### src/rtl/prefix_adder_pkg.sv
// Shared types and elaboration helpers for the pipelined Brent-Kung prefix adder.
package prefix_adder_pkg;

  typedef struct packed {
    logic g;
    logic p;
  } gp_t;

  // hi covers the more significant span, lo the less significant one
  function automatic gp_t gp_merge(input gp_t hi, input gp_t lo);
    gp_t r;
    r.g = hi.g | (hi.p & lo.g);
    r.p = hi.p & lo.p;
    return r;
  endfunction

  function automatic int LOG2(input int v);
    int r;
    r = 0;
    for (int i = 0; i < 31; i++) begin
      if ((1 << i) < v) r = i + 1;
    end
    return r;
  endfunction

  function automatic int NGROUPS(input int width, input int groupsize);
    return width / groupsize;
  endfunction

  function automatic bit IS_POW2(input int v);
    return (v > 0) && ((v & (v - 1)) == 0);
  endfunction

endpackage

### src/rtl/gp_combine.sv
// Single (G,P) merge cell used by both sweeps of the group prefix tree.
module gp_combine
  import prefix_adder_pkg::*;
(
  input  gp_t hi,
  input  gp_t lo,
  output gp_t y
);
  assign y = gp_merge(hi, lo);
endmodule

### src/rtl/pipelined_prefix_adder.sv
// 3-stage Brent-Kung adder with valid/ready flow control and a passthrough tag.
// Optional N/Z/C/V flags are generated when PREFIX_ADDER_FLAGS_EN is defined.
module pipelined_prefix_adder
  import prefix_adder_pkg::*;
#(
  parameter int WIDTH     = 32,
  parameter int GROUPSIZE = 4,
  parameter int TAG_W     = 5
) (
  input  logic             clk,
  input  logic             rst,
  input  logic             in_valid,
  output logic             in_ready,
  input  logic [WIDTH-1:0] in_a,
  input  logic [WIDTH-1:0] in_b,
  input  logic             in_cin,
  input  logic [TAG_W-1:0] in_tag,
  output logic             out_valid,
  input  logic             out_ready,
  output logic [WIDTH-1:0] out_sum,
  output logic             out_cout,
  output logic [TAG_W-1:0] out_tag,
  output logic [3:0]       out_flags
);
  localparam int NG  = NGROUPS(WIDTH, GROUPSIZE);
  localparam int LG  = LOG2(NG);
  localparam int ND  = LG - 1;
  localparam int GLW = NG * (GROUPSIZE - 1);

  if (!IS_POW2(WIDTH) || !IS_POW2(GROUPSIZE) || GROUPSIZE < 2 || WIDTH < 4 * GROUPSIZE) begin : g_param_check
    $error("pipelined_prefix_adder: WIDTH/GROUPSIZE must be powers of 2, GROUPSIZE >= 2, WIDTH >= 4*GROUPSIZE");
  end

  logic v1, v2, v3, adv1, adv2, adv3;
  assign adv3     = !v3 || out_ready;
  assign adv2     = !v2 || adv3;
  assign adv1     = !v1 || adv2;
  assign in_ready = adv1;

  // Stage 1: bit and group generate/propagate
  logic [WIDTH-1:0] bit_g, bit_p;
  logic [GLW-1:0]   g_lo_d;
  gp_t              grp_d [NG];
  assign bit_g = in_a & in_b;
  assign bit_p = in_a ^ in_b;

  // Only the lower GROUPSIZE-1 bit generates of each group are needed later for the in-group ripple
  always_comb begin
    g_lo_d = '0;
    for (int j = 0; j < NG; j++) begin
      grp_d[j] = gp_t'{g: bit_g[j*GROUPSIZE], p: bit_p[j*GROUPSIZE]};
      for (int k = 1; k < GROUPSIZE; k++) begin
        grp_d[j] = gp_merge(gp_t'{g: bit_g[j*GROUPSIZE+k], p: bit_p[j*GROUPSIZE+k]}, grp_d[j]);
        g_lo_d[j*(GROUPSIZE-1)+k-1] = bit_g[j*GROUPSIZE+k-1];
      end
    end
  end

  logic [WIDTH-1:0] p1;
  logic [GLW-1:0]   g1;
  gp_t              grp1 [NG];
  logic             cin1;
  logic [TAG_W-1:0] tag1;

  always_ff @(posedge clk or posedge rst) begin
    if (rst) begin
      v1   <= 1'b0;
      p1   <= '0;
      g1   <= '0;
      cin1 <= 1'b0;
      tag1 <= '0;
      for (int j = 0; j < NG; j++) grp1[j] <= '0;
    end else if (adv1) begin
      v1 <= in_valid;
      if (in_valid) begin
        p1   <= bit_p;
        g1   <= g_lo_d;
        cin1 <= in_cin;
        tag1 <= in_tag;
        for (int j = 0; j < NG; j++) grp1[j] <= grp_d[j];
      end
    end
  end

  // Up-sweep: level l merges nodes i with (i+1) a multiple of 2^(l+1)
  for (genvar l = 0; l < LG; l++) begin : g_up
    gp_t prv [NG];
    gp_t nxt [NG];
    if (l == 0) begin : g_src
      assign prv = grp1;
    end else begin : g_src
      assign prv = g_up[l-1].nxt;
    end
    for (genvar i = 0; i < NG; i++) begin : g_cell
      if (((i + 1) % (2 << l)) == 0) begin : g_m
        gp_combine u_cell (.hi(prv[i]), .lo(prv[i - (1 << l)]), .y(nxt[i]));
      end else begin : g_p
        assign nxt[i] = prv[i];
      end
    end
  end

  gp_t up_d [NG];
  assign up_d = g_up[LG-1].nxt;

  logic [WIDTH-1:0] p2;
  logic [GLW-1:0]   g2;
  gp_t              up2 [NG];
  logic             cin2;
  logic [TAG_W-1:0] tag2;

  always_ff @(posedge clk or posedge rst) begin
    if (rst) begin
      v2   <= 1'b0;
      p2   <= '0;
      g2   <= '0;
      cin2 <= 1'b0;
      tag2 <= '0;
      for (int j = 0; j < NG; j++) up2[j] <= '0;
    end else if (adv2) begin
      v2 <= v1;
      if (v1) begin
        p2   <= p1;
        g2   <= g1;
        cin2 <= cin1;
        tag2 <= tag1;
        for (int j = 0; j < NG; j++) up2[j] <= up_d[j];
      end
    end
  end

  // Down-sweep fills the remaining prefixes, widest span first
  for (genvar d = 0; d < ND; d++) begin : g_dn
    localparam int SPAN = 1 << (ND - 1 - d);
    gp_t prv [NG];
    gp_t nxt [NG];
    if (d == 0) begin : g_src
      assign prv = up2;
    end else begin : g_src
      assign prv = g_dn[d-1].nxt;
    end
    for (genvar i = 0; i < NG; i++) begin : g_cell
      if ((i + 1 >= 3 * SPAN) && (((i + 1 - SPAN) % (2 * SPAN)) == 0)) begin : g_m
        gp_combine u_cell (.hi(prv[i]), .lo(prv[i - SPAN]), .y(nxt[i]));
      end else begin : g_p
        assign nxt[i] = prv[i];
      end
    end
  end

  gp_t pre [NG];
  assign pre = g_dn[ND-1].nxt;

  // Prefixes exclude cin, so it is applied through the prefix propagate here
  logic [NG-1:0]    c_grp;
  logic [WIDTH-1:0] c_bit, sum_d;
  logic             cout_d;
  always_comb begin
    c_grp    = '0;
    c_bit    = '0;
    c_grp[0] = cin2;
    for (int j = 1; j < NG; j++) c_grp[j] = pre[j-1].g | (pre[j-1].p & cin2);
    for (int j = 0; j < NG; j++) begin
      c_bit[j*GROUPSIZE] = c_grp[j];
      for (int k = 1; k < GROUPSIZE; k++) begin
        c_bit[j*GROUPSIZE+k] = g2[j*(GROUPSIZE-1)+k-1] |
                               (p2[j*GROUPSIZE+k-1] & c_bit[j*GROUPSIZE+k-1]);
      end
    end
  end
  assign cout_d = pre[NG-1].g | (pre[NG-1].p & cin2);
  assign sum_d  = p2 ^ c_bit;

  logic [WIDTH-1:0] sum3;
  logic             cout3;
  logic [TAG_W-1:0] tag3;

  always_ff @(posedge clk or posedge rst) begin
    if (rst) begin
      v3    <= 1'b0;
      sum3  <= '0;
      cout3 <= 1'b0;
      tag3  <= '0;
    end else if (adv3) begin
      v3 <= v2;
      if (v2) begin
        sum3  <= sum_d;
        cout3 <= cout_d;
        tag3  <= tag2;
      end
    end
  end

`ifdef PREFIX_ADDER_FLAGS_EN
  logic [3:0] flags3;
  always_ff @(posedge clk or posedge rst) begin
    if (rst) flags3 <= '0;
    else if (adv3 && v2) flags3 <= {sum_d[WIDTH-1], sum_d == '0, cout_d, c_bit[WIDTH-1] ^ cout_d};
  end
  assign out_flags = flags3;
`else
  assign out_flags = 4'b0;
`endif

  assign out_valid = v3;
  assign out_sum   = sum3;
  assign out_cout  = cout3;
  assign out_tag   = tag3;

endmodule

### config.mk
export PLATFORM = sky130hd
export DESIGN_NAME = pipelined_prefix_adder
export DESIGN_NICKNAME = d
export VERILOG_FILES = /design/src/rtl/prefix_adder_pkg.sv /design/src/rtl/gp_combine.sv /design/src/rtl/pipelined_prefix_adder.sv
export SDC_FILE = /design/constraint.sdc
export NUM_CORES = 1
export LEC_CHECK = 0
export CORE_MARGIN = 4
export CORE_UTILIZATION = 45
export CTS_CLUSTER_SIZE = 10
export DETAILED_ROUTE_END_ITERATION = 6
export MAX_ROUTING_LAYER = met4
export PLACE_DENSITY_LB_ADDON = 0.08
export SLEW_MARGIN = 20
export SYNTH_ARGS = -nofsm -noshare
export SYNTH_HDL_FRONTEND = slang
export SYNTH_HIERARCHICAL = 1
export SYNTH_SLANG_ARGS = --single-unit
### constraint.sdc
create_clock -name clk -period 6.6 [get_ports clk]
set_input_delay 1.32 -clock clk [delete_from_list [all_inputs] [get_ports clk]]
set_output_delay 1.32 -clock clk [all_outputs]
set_load 0.02 [all_outputs]
==> impl_metrics.toml <==
[status]
status = "finished clean"

[route]
routed_wl_um = 15900
drc_errors = 0
dr.pass1.iters = 5
drt_iter0_drc = 173
wl_per_cell_um = 16.4
viasPerCell = 5.01
drtAntennaViolNets = 0
routed-via-count = 4870

[cells_and_area]
multiInputGateArea_mm2 = 0.00366
final_area_mm2 = 0.0107
fin_nets = 829
nFillCells = 1586
drive_gt1_frac = 0.351
register_area_mm2 = 0.00493
diodes = 0
final_util = 0.564
area_growth_pct = 21.5

[floorplan]
die-area_mm2 = 0.0219
core-area_mm2 = 0.0190
initial_utilization = 0.464
io_pins = 118
fp-row-count = 50
fp.dieH_um = 148
die_x_um = 148

[clocking]
clkTransAtPathRegs_ns = 0.07
postCtsSetupRepairBufs = 0
htree_levels = 4
clk-insertion-delay-late_ns = 0.43
post_cts_resized = 0
cts_tree = "yes"
cts-root-buf = "clkbuf_16"
cts_sinks = 197
cts_buffer_depth = 2
hold_buffers = 0
cts_buffers = 17

[sta]
fmax_mhz = 254
rsz0062_at_grt = "no"
fin_crit_sh = 0.596
period_minus_slack_ns = 3.94
setup_viol = 0
relSlewSlack = 0.561
hold_viol_final = 0
skew_ns = 0.0114
hold_ws_ns = 0.492
worst-slew-pin-transition_ns = 0.656
fin_setup_tns_ns = 0
report.final.slew_viol_count = 0

[critical_path]
required_ns = 5.28
arrival_ns = 2.62
path_common_cell = "clkdlybuf4s50_1"
cp_slowest_stage_delay_ns = 0.63
slowest_stage = "clkdlybuf4s50_1"
path_cells = "clkdlybuf4s50_1 -> nand4b_2 -> clkdlybuf4s50_1"
worst-path-max-fanout = 3
r2r_cells = 11
worst_setup_path_end_kind = "output pin"
start_kind = "primary input"
critPathKind = "primary input to output pin"

[power]
vdd_drop_max_mv = 0.170
sw_frac_of_total = 0.296
seqPwrFrac = 0.445
p_leak_nw = 4.87
p_clk_frac = 0.256
p_int_mw = 2.69
p_switching_mw = 1.13
p_comb_frac = 0.300
p_per_area_mw_per_mm2 = 357

[grt]
overflow = 0
grt_antenna_before_repair = 0
gr-usage-all-layers = 0.158
grt_start_max_net_pins = 198
grt_pass1_vias = 5390
grt_first_pass_wirelength_um = 26900

[synthesis]
ys_seq_area_frac = 0.560
netlist_area_mm2 = 0.00880
yosysWarnings = 6
synth.distinct_cells = 29
syn_avg_cell_area_um2 = 15.0
synthCells = 585
ys_ff_latch = 197

[placed_design]
portBuffers = 113
detailed_place.area_mm2 = 0.0101
gp_congestion = 0.758
dp_hpwl_um = 10500

[run]
maxCapViolations = 0

[min_path]
hold_depth = 1
hold_class = "flip-flop to flip-flop"
-- metrics by stage --
stage / power, mW / setup slack, ns / std cells
2_1_floorplan: 2.43 / 2.73 / 588
3_3_place_gp: 2.85 / 2.69 / 939
3_5_place_dp: 2.89 / 2.66 / 939
4_1_cts: 3.88 / 2.66 / 971
5_1_grt: 4.06 / 2.62 / 972
6_report: 3.82 / 2.66 / 972
-- worst paths after layout --
kind | startpoint | to | slack (ns)
max | out_ready | in_ready | 2.66
min | g2[16] | g2[16] | 0.49
max reg2reg | g_dn[0].nxt[8] | out_sum[31] | 3.94
min reg2reg | g2[16] | g2[16] | 0.49
max in group asynchronous | rst | p2[26] | 4.30
min in group asynchronous | rst | p2[11] | 1.33
-- placed cells by master (no fill, tap or decap), drive strengths merged --
cell,n
a21o,18
dfrtp,197
clkbuf,18
clkinv,6
inv,15
conb,4
clkdlybuf4s50,113
o21ai,8
nand4b,1
nand3b,1
ha,56
clkinvlp,2
a21oi,2
nand2b,4
buf,3
nand2,3
mux2,185
and2,11
xnor2,8
a31oi,1
mux2i,8
o21bai,8
nand4,8
or2,16
nor2,8
a211oi,8
-- synthesized netlist by cell type (all sizes together) --
master / instances / area share
buf: 23 / 0.024
ha: 56 / 0.080
o21bai: 8 / 0.0068
nand2: 3 / 0.0021
conb: 1 / 0.00043
a21o: 18 / 0.015
a21oi: 2 / 0.0011
nor2: 8 / 0.0034
mux2i: 8 / 0.0091
inv: 9 / 0.0038
xnor2: 8 / 0.0080
nand4: 8 / 0.0057
nand3b: 1 / 0.00085
a31oi: 1 / 0.00071
or2: 16 / 0.011
nand2b: 4 / 0.0028
and2: 11 / 0.0094
mux2: 185 / 0.24
o21ai: 8 / 0.0046
nand4b: 1 / 0.0017
a211oi: 8 / 0.0068
dfrtp: 197 / 0.56
clkbuf: 1 / 0.00043
-- registers in the layout, summed over array words and instances (netlist names) --
signal     flops
out_cout       1
g1            24
tag1           5
tag2           5
p2            32
out_valid      1
g_dn.nxt      14
g_dn.prv       2
cin2           1
p1            32
g_up.prv       8
v1             1
out_tag        5
g2            24
cin1           1
v2             1
g_up.nxt       8
out_sum       32
-- layout make-up --
type,instances,share of cell area
timing repair buffer,116,0.111
clock buffer,18,0.0411
sequential,197,0.461
inverter,9,0.00351
clock inverter,14,0.0111
multi-input combinational,358,0.342
tap,260,0.0304
-- power by group through the flow --
stage               clock network (mW)  logic, mW  registers [mW]
floorplan                            0      0.608            1.82
global placement                     0       1.14            1.71
detailed placement                   0       1.17            1.72
CTS                               1.01       1.17            1.70
global route                      1.06       1.26            1.74
finish                           0.977       1.14            1.70
-- critical path, delay by kind of cell --
family / cells / cell delay, ns
buffers and inverters: 2 / 1.12
and+or+nand+nor: 1 / 0.18
-- layer usage --
metal | track usage | vias to the layer above | part of all wire
met1 | 0.197 | 2470 | 0.45
met5 | - | - | 0
li1 | - | 2313 | -
met4 | 0.0462 | 0 | 0.012
met2 | 0.258 | 76 | 0.51
met3 | 0.0386 | 11 | 0.034
-- cell families after synthesis --
kind of cell    after synthesis  synth area share
xor+xnor                      8           0.00796
mux                         193             0.251
buf+inv                      33            0.0280
flops                       197             0.560
compound gates               45            0.0354
other cells                   1          0.000426
fa+ha+maj                    56            0.0796
simple gates                 52            0.0374
(Power assumes the default switching activity.)
